## src/rtl/hazard_stall_ctrl_if.sv

```systemverilog
// Hazard controller bus: ID/EX hazard sources in, pipeline register controls and perf counters out.
interface hazard_stall_ctrl_if #(
  parameter int CNT_W = 16
);
  logic [4:0]       IfId_rs;
  logic [4:0]       IfId_rt;
  logic             IfId_uses_rt;
  logic             IfId_hilo;
  logic             IfId_muldiv;
  logic [4:0]       IdEx_rt;
  logic             IdEx_MemRead;
  logic             IdEx_muldiv;
  logic             Ex_branch_taken;
  logic             PCWrite;
  logic             IfIdWrite;
  logic             IdEx_bubble;
  logic             IfId_flush;
  logic             muldiv_busy;
  logic [CNT_W-1:0] stall_cycles;
  logic [CNT_W-1:0] flush_count;

  modport master (
    output IfId_rs, IfId_rt, IfId_uses_rt, IfId_hilo, IfId_muldiv,
           IdEx_rt, IdEx_MemRead, IdEx_muldiv, Ex_branch_taken,
    input  PCWrite, IfIdWrite, IdEx_bubble, IfId_flush, muldiv_busy,
           stall_cycles, flush_count
  );

  modport slave (
    input  IfId_rs, IfId_rt, IfId_uses_rt, IfId_hilo, IfId_muldiv,
           IdEx_rt, IdEx_MemRead, IdEx_muldiv, Ex_branch_taken,
    output PCWrite, IfIdWrite, IdEx_bubble, IfId_flush, muldiv_busy,
           stall_cycles, flush_count
  );
endinterface

```

## src/rtl/hazard_stall_ctrl.sv

```systemverilog
// Pipeline hazard stall/flush controller with mul/div busy tracking.
// Define HAZARD_PERF_EN to build the saturating stall/flush performance counters.
module hazard_stall_ctrl #(
  parameter int MULDIV_LAT = 32,
  parameter int CNT_W      = 16
) (
  input  logic              clk,
  input  logic              reset,
  hazard_stall_ctrl_if.slave bus
);

  localparam logic [0:0] IDLE = 1'b0;
  localparam logic [0:0] BUSY = 1'b1;
  localparam logic [7:0] LAT  = 8'(MULDIV_LAT);

  logic [0:0] state_q, state_d;
  logic [7:0] cnt_q, cnt_d;
  logic       load_use;
  logic       md_hz;
  logic       hazard;
  logic       branch;

  assign load_use = bus.IdEx_MemRead && (bus.IdEx_rt != 5'd0) &&
                    ((bus.IdEx_rt == bus.IfId_rs) ||
                     (bus.IfId_uses_rt && (bus.IdEx_rt == bus.IfId_rt)));
  assign md_hz    = (bus.IfId_hilo || bus.IfId_muldiv) &&
                    ((state_q == BUSY) || bus.IdEx_muldiv);
  assign hazard   = load_use || md_hz;
  assign branch   = bus.Ex_branch_taken;

  // A taken branch squashes the ID instruction, so its stall request is dropped.
  assign bus.PCWrite     = branch || !hazard;
  assign bus.IfIdWrite   = branch || !hazard;
  assign bus.IdEx_bubble = branch || hazard;
  assign bus.IfId_flush  = branch;
  assign bus.muldiv_busy = (state_q == BUSY);

  always_comb begin
    state_d = state_q;
    cnt_d   = cnt_q;
    case (state_q)
      IDLE: begin
        if (bus.IdEx_muldiv) begin
          state_d = BUSY;
          cnt_d   = LAT;
        end
      end
      default: begin
        // A new mul/div is only legal on the final busy cycle; earlier starts are ignored.
        if (cnt_q == 8'd1) begin
          if (bus.IdEx_muldiv) begin
            cnt_d = LAT;
          end else begin
            state_d = IDLE;
            cnt_d   = 8'd0;
          end
        end else begin
          cnt_d = cnt_q - 8'd1;
        end
      end
    endcase
  end

  always_ff @(posedge clk) begin
    if (reset) begin
      state_q <= IDLE;
      cnt_q   <= 8'd0;
    end else begin
      state_q <= state_d;
      cnt_q   <= cnt_d;
    end
  end

`ifdef HAZARD_PERF_EN
  logic [CNT_W-1:0] stall_q, stall_d;
  logic [CNT_W-1:0] flush_q, flush_d;

  function automatic logic [CNT_W-1:0] sat_inc(input logic [CNT_W-1:0] v);
    return (v == {CNT_W{1'b1}}) ? v : v + 1'b1;
  endfunction

  assign stall_d = bus.PCWrite    ? stall_q : sat_inc(stall_q);
  assign flush_d = bus.IfId_flush ? sat_inc(flush_q) : flush_q;

  always_ff @(posedge clk) begin
    if (reset) begin
      stall_q <= '0;
      flush_q <= '0;
    end else begin
      stall_q <= stall_d;
      flush_q <= flush_d;
    end
  end

  assign bus.stall_cycles = stall_q;
  assign bus.flush_count  = flush_q;
`else
  assign bus.stall_cycles = '0;
  assign bus.flush_count  = '0;
`endif

endmodule

```

## src/flat_wrapper.sv

```systemverilog
// flat-port wrapper written by rule: the top's interface ports become plain ports
module hazard_stall_ctrl_flat 
#(
  parameter int MULDIV_LAT = 32,
  parameter int CNT_W      = 16
)
  (clk, reset, bus_IfId_rs, bus_IfId_rt, bus_IfId_uses_rt, bus_IfId_hilo, bus_IfId_muldiv, bus_IdEx_rt, bus_IdEx_MemRead, bus_IdEx_muldiv, bus_Ex_branch_taken, bus_PCWrite, bus_IfIdWrite, bus_IdEx_bubble, bus_IfId_flush, bus_muldiv_busy, bus_stall_cycles, bus_flush_count);
  hazard_stall_ctrl_if #(.CNT_W(CNT_W)) bus_i ();
  input  logic clk;
  input  logic reset;
  input wire logic [$bits(bus_i.IfId_rs)-1:0] bus_IfId_rs;
  input wire logic [$bits(bus_i.IfId_rt)-1:0] bus_IfId_rt;
  input wire logic [$bits(bus_i.IfId_uses_rt)-1:0] bus_IfId_uses_rt;
  input wire logic [$bits(bus_i.IfId_hilo)-1:0] bus_IfId_hilo;
  input wire logic [$bits(bus_i.IfId_muldiv)-1:0] bus_IfId_muldiv;
  input wire logic [$bits(bus_i.IdEx_rt)-1:0] bus_IdEx_rt;
  input wire logic [$bits(bus_i.IdEx_MemRead)-1:0] bus_IdEx_MemRead;
  input wire logic [$bits(bus_i.IdEx_muldiv)-1:0] bus_IdEx_muldiv;
  input wire logic [$bits(bus_i.Ex_branch_taken)-1:0] bus_Ex_branch_taken;
  output wire logic [$bits(bus_i.PCWrite)-1:0] bus_PCWrite;
  output wire logic [$bits(bus_i.IfIdWrite)-1:0] bus_IfIdWrite;
  output wire logic [$bits(bus_i.IdEx_bubble)-1:0] bus_IdEx_bubble;
  output wire logic [$bits(bus_i.IfId_flush)-1:0] bus_IfId_flush;
  output wire logic [$bits(bus_i.muldiv_busy)-1:0] bus_muldiv_busy;
  output wire logic [$bits(bus_i.stall_cycles)-1:0] bus_stall_cycles;
  output wire logic [$bits(bus_i.flush_count)-1:0] bus_flush_count;
  assign bus_i.IfId_rs = bus_IfId_rs;
  assign bus_i.IfId_rt = bus_IfId_rt;
  assign bus_i.IfId_uses_rt = bus_IfId_uses_rt;
  assign bus_i.IfId_hilo = bus_IfId_hilo;
  assign bus_i.IfId_muldiv = bus_IfId_muldiv;
  assign bus_i.IdEx_rt = bus_IdEx_rt;
  assign bus_i.IdEx_MemRead = bus_IdEx_MemRead;
  assign bus_i.IdEx_muldiv = bus_IdEx_muldiv;
  assign bus_i.Ex_branch_taken = bus_Ex_branch_taken;
  assign bus_PCWrite = bus_i.PCWrite;
  assign bus_IfIdWrite = bus_i.IfIdWrite;
  assign bus_IdEx_bubble = bus_i.IdEx_bubble;
  assign bus_IfId_flush = bus_i.IfId_flush;
  assign bus_muldiv_busy = bus_i.muldiv_busy;
  assign bus_stall_cycles = bus_i.stall_cycles;
  assign bus_flush_count = bus_i.flush_count;
  hazard_stall_ctrl #(.MULDIV_LAT(MULDIV_LAT), .CNT_W(CNT_W)) u_core (.clk(clk), .reset(reset), .bus(bus_i));
endmodule
```

## config.mk

```make
export PLATFORM = sky130hd
export DESIGN_NAME = hazard_stall_ctrl_flat
export DESIGN_NICKNAME = d
export VERILOG_FILES = /design/src/rtl/hazard_stall_ctrl_if.sv /design/src/rtl/hazard_stall_ctrl.sv /design/src/flat_wrapper.sv
export SDC_FILE = /design/constraint.sdc
export NUM_CORES = 1
export LEC_CHECK = 0
export ABC_AREA = 1
export CORE_AREA = 2 2 41 80
export CTS_CLUSTER_SIZE = 8
export DETAILED_ROUTE_END_ITERATION = 16
export DIE_AREA = 0 0 43 82
export GPL_TIMING_DRIVEN = 1
export PLACE_DENSITY = 0.86
export SLEW_MARGIN = 10
export SYNTH_ARGS = -nofsm -noshare
export SYNTH_HDL_FRONTEND = slang
export SYNTH_SLANG_ARGS = --single-unit
```

## constraint.sdc

```tcl
create_clock -name clk -period 1.3 [get_ports clk]
set_input_delay 0.325 -clock clk [delete_from_list [all_inputs] [get_ports clk]]
set_output_delay 0.325 -clock clk [all_outputs]
set_load 0.02 [all_outputs]
```

==> flow_summary.yaml <==
run_status:
  status: "finished with violations"
  failed_checks: "setup timing"
cells_and_area:
  layout-area-overhead-vs-synth_pct: 32.4
  finish.cell_count_without_fillers: 229
  drive_above_1_share_pct: 39.2
  numnets_final: 225
  fill_cells: 327
  antenna_cells: 0
  post-route-util_pct: 46.9
drt:
  detailroute.via_count: 993
  drc_violations_left: 0
  detail_route.wirelength_mm: 2.31
  routedLengthMet1_um: 627
  dr.max_layer_used: "met4"
  drt_iter0_markers: 12
  dr.pass1.iters: 4
  wl_met3_um: 99
  drtAntennaViolNets: 0
  wire_per_inst_um: 10.1
  wl_met2_mm: 1.45
  viasPerCell: 4.34
timing:
  final-hold-violation-count: 0
  final_worst_setup_slack_ns: -0.151
  max_freq_ghz: 0.689
  finalClockSkew_ns: 0.00313
  grt_setup_unrepaired: "yes"
  finalSetupViolations: 3
  finalMaxSlewViolations: 0
  fin_crit_sh_pct: 112
  timing.final.crit_period_ns: 1.45
clock_network:
  bufs_on_longest_clock_path: 2
  clock-sinks: 9
  numCtsBuffers: 3
  cts_tree: "yes"
  clk_transition_reported_paths_ns: 0.05
  htree_num_levels: 1
  clk_latency_ns: 0.24
  ctsHoldBuffers: 0
  cts_root_buffer: "clkbuf_8"
power_and_ir_drop:
  power_switching_share_pct: 40.0
  p_seq_share_pct: 27.1
  cellLeakagePower_nw: 0.728
  comb_power_share_pct: 44.4
  total_switching_power_mw: 0.486
  total_power_mw: 1.22
  clockPowerShare_pct: 28.4
  vdd.ir_drop.worst_uv: 311
  power_report.internal_total_mw: 0.731
  power_density_nw_per_um2: 882
global_route:
  grt_antenna_before_repair: 0
  global_route_wire_length_before_repair_mm: 3.55
  grt_ovf: 0
  pin_count_of_the_biggest_net_entering_global_routing: 8
  first_global_vias: 892
  track_usage_pct: 13.8
place:
  post-place-cells: 224
  globalplace.congestion: 0.859
  dp_hpwl_mm: 1.95
  portBuffers: 27
floorplan:
  area_of_the_die_um2: 3530
  core-area_um2: 2940
  die_h_um: 82
  rows: 28
  top_level_port_count: 60
  die_width_um: 43
  initial_utilization_pct: 35.4
worst_setup_path:
  worst_ep_arrival_time_ns: 1.13
  startpoint_type: "primary input"
  cp_most_frequent_cell: "nand2_2"
  crit_chain: "buf_8, inv_4, nand2_2, nand2_1, nor2_1, nand3_1, nand2_1, nand2_2, nand2_2, nand2_2, buf_6"
  cp.buffers_inverters: 3
  required_arrival_time_at_the_worst_endpoint_ns: 0.98
  reg2reg_setup_slack_ns: 0.09
  worstSetupEndpointType: "output port"
  cpPeakStageDelay_ns: 0.13
  critical_path.slowest_cell: "buf_6"
  timing.critical_path.fanout_max: 3
  critPathKind: "primary input to output port"
  critical-path-top-delay-family: "simple AND/OR/NAND/NOR gates"
yosys:
  yosysSeqAreaShare_pct: 17.3
  synth_cells: 164
  synth_flop_cell: "dfxtp_1"
  post_synth_main_area_contributors: "buf_4 24%, dfxtp_1 17%, nand2_1 15%"
  mappedNetlistArea_um2: 1040
  asyncSetResetFlopFracSynth_pct: 0
  main_combinational_cell_family_by_area_after_synthesis: "buffers and inverters"
  synth.area.mux_share_pct: 0
  yosys_warnings: 0
  synth_top_area_share_pct: 24.5
  netlist.top_cell.by_area: "buf_4"
  compound_gate_portion_of_the_synthesized_area_pct: 10.6
  ys_types: 24
  post_synth_xor_area_fraction_pct: 1.68
  synth-edff-count: 0
  synthSimpleGateAreaFrac_pct: 33.5
  synthesis.area_per_instance_um2: 6.36
  post_synth_fa_ha_maj_area_fraction_pct: 2.40
  yosys_register_bits: 9
flow_run:
  drv_cap: 0
hold_path:
  hp-class: "register to register"
## path summary, 6_finish.rpt
path / startpoint / end / cells past startpoint
hold reg to reg: u_core.cnt_q[1] / u_core.cnt_q[1] / 2
setup / recovery: bus_IdEx_rt[3] / bus_IfIdWrite / 11
setup reg to reg: u_core.cnt_q[0] / u_core.cnt_q[6] / 5
hold / removal: u_core.cnt_q[1] / u_core.cnt_q[1] / 2
## sequential cells by signal, summed over array words and instances, names as in the netlist
| register | flops |
|---|---|
| u_core.bus.muldiv_busy | 1 |
| u_core.cnt_q | 8 |
## tightest hold or removal path: stages (launching register included)
cell and delay, ns:
dfxtp_1 0.31, nand2_1 0.06, a21oi_1 0.05
## cells in the mapped netlist (4+ instances only)
cell type and instances:
nand2_1 43, buf_4 34, inv_1 17, inv_2 10, nor2_1 10, dfxtp_1 9, nand3_1 6, a21oi_1 5
a21oi_2 4, nand3_2 4, o21ai_0 4
## cell families after synthesis
logic type      after synthesis
simple gates                 72
buf+inv                      61
compound gates               17
flops                         9
xor+xnor                      2
fa+ha+maj                     2
other cells                   1
## timing repair
| item | in CTS | in global routing |
|---|---|---|
| gates cloned | 0 | 0 |
| pin swaps | 24 | 16 |
| setup buffers | 0 | 1 |
| resized for setup | 116 | 14 |
| endpoints found under the setup margin | 5 | 6 |
## power by group through the flow
stage               Clock, mW  Sequential [mW]  Combinational [mW]
floorplan                   0            0.333               0.430
global placement            0            0.334               0.509
detailed placement          0            0.335               0.518
CTS                     0.354            0.330               0.520
global route            0.363            0.333               0.598
finish                  0.346            0.330               0.541
## cells in the final DEF (no fill, tap or decap)
master,netlist,layout
nand3_2,4,5
or2_1,1,1
clkbuf_8,0,3
inv_2,10,8
ha_1,2,2
conb_1,1,32
dfxtp_4,0,1
inv_4,0,4
a21oi_1,5,5
buf_4,34,7
dlygate4sd2_1,0,4
nand2_2,2,15
clkdlybuf4s50_1,0,2
and2_1,1,1
o31ai_1,1,1
inv_8,0,2
xnor2_1,2,2
clkdlybuf4s15_2,0,1
nand4_1,1,1
buf_6,0,10
a21oi_2,4,4
nand2_1,43,30
nor2_2,1,2
nor2_1,10,9
buf_8,0,4
o21ai_0,4,2
inv_1,17,13
o21ai_1,1,2
buf_2,0,6
nor2_8,1,1
o21ai_2,2,3
nor2_4,2,2
clkbuf_1,0,1
nand3_1,6,5
dfxtp_1,9,8
## through the flow
step / hold slack, ns / TNS [ns] / instance area (µm²) / worst slack (ns)
3_3_place_gp: 0.457 / -4.57 / 1280 / -1.11
3_5_place_dp: 0.470 / -4.81 / 1280 / -1.14
5_1_grt: 0.492 / -0.611 / 1380 / -0.212
2_1_floorplan: 0.384 / -0.0409 / 1190 / -0.0409
6_report: 0.477 / -0.424 / 1380 / -0.151
4_1_cts: 0.478 / -0.406 / 1330 / -0.151
## metal layers
metal,vias up,track usage [%]
met5,-,0
met4,0,12.4
met3,11,1.32
met2,44,28.2
met1,433,10.6
li1,505,-
## final cells by class
type	count	area (µm²)	area share [%]
Multi-Input combinational cell	125	666	48.2
Timing Repair Buffer	34	322	23.3
Sequential cell	9	184	13.3
Inverter	27	126	9.16
Clock buffer	4	45.0	3.26
Tap cell	30	37.5	2.72
Note: power is estimated with default switching activity, not from simulation.
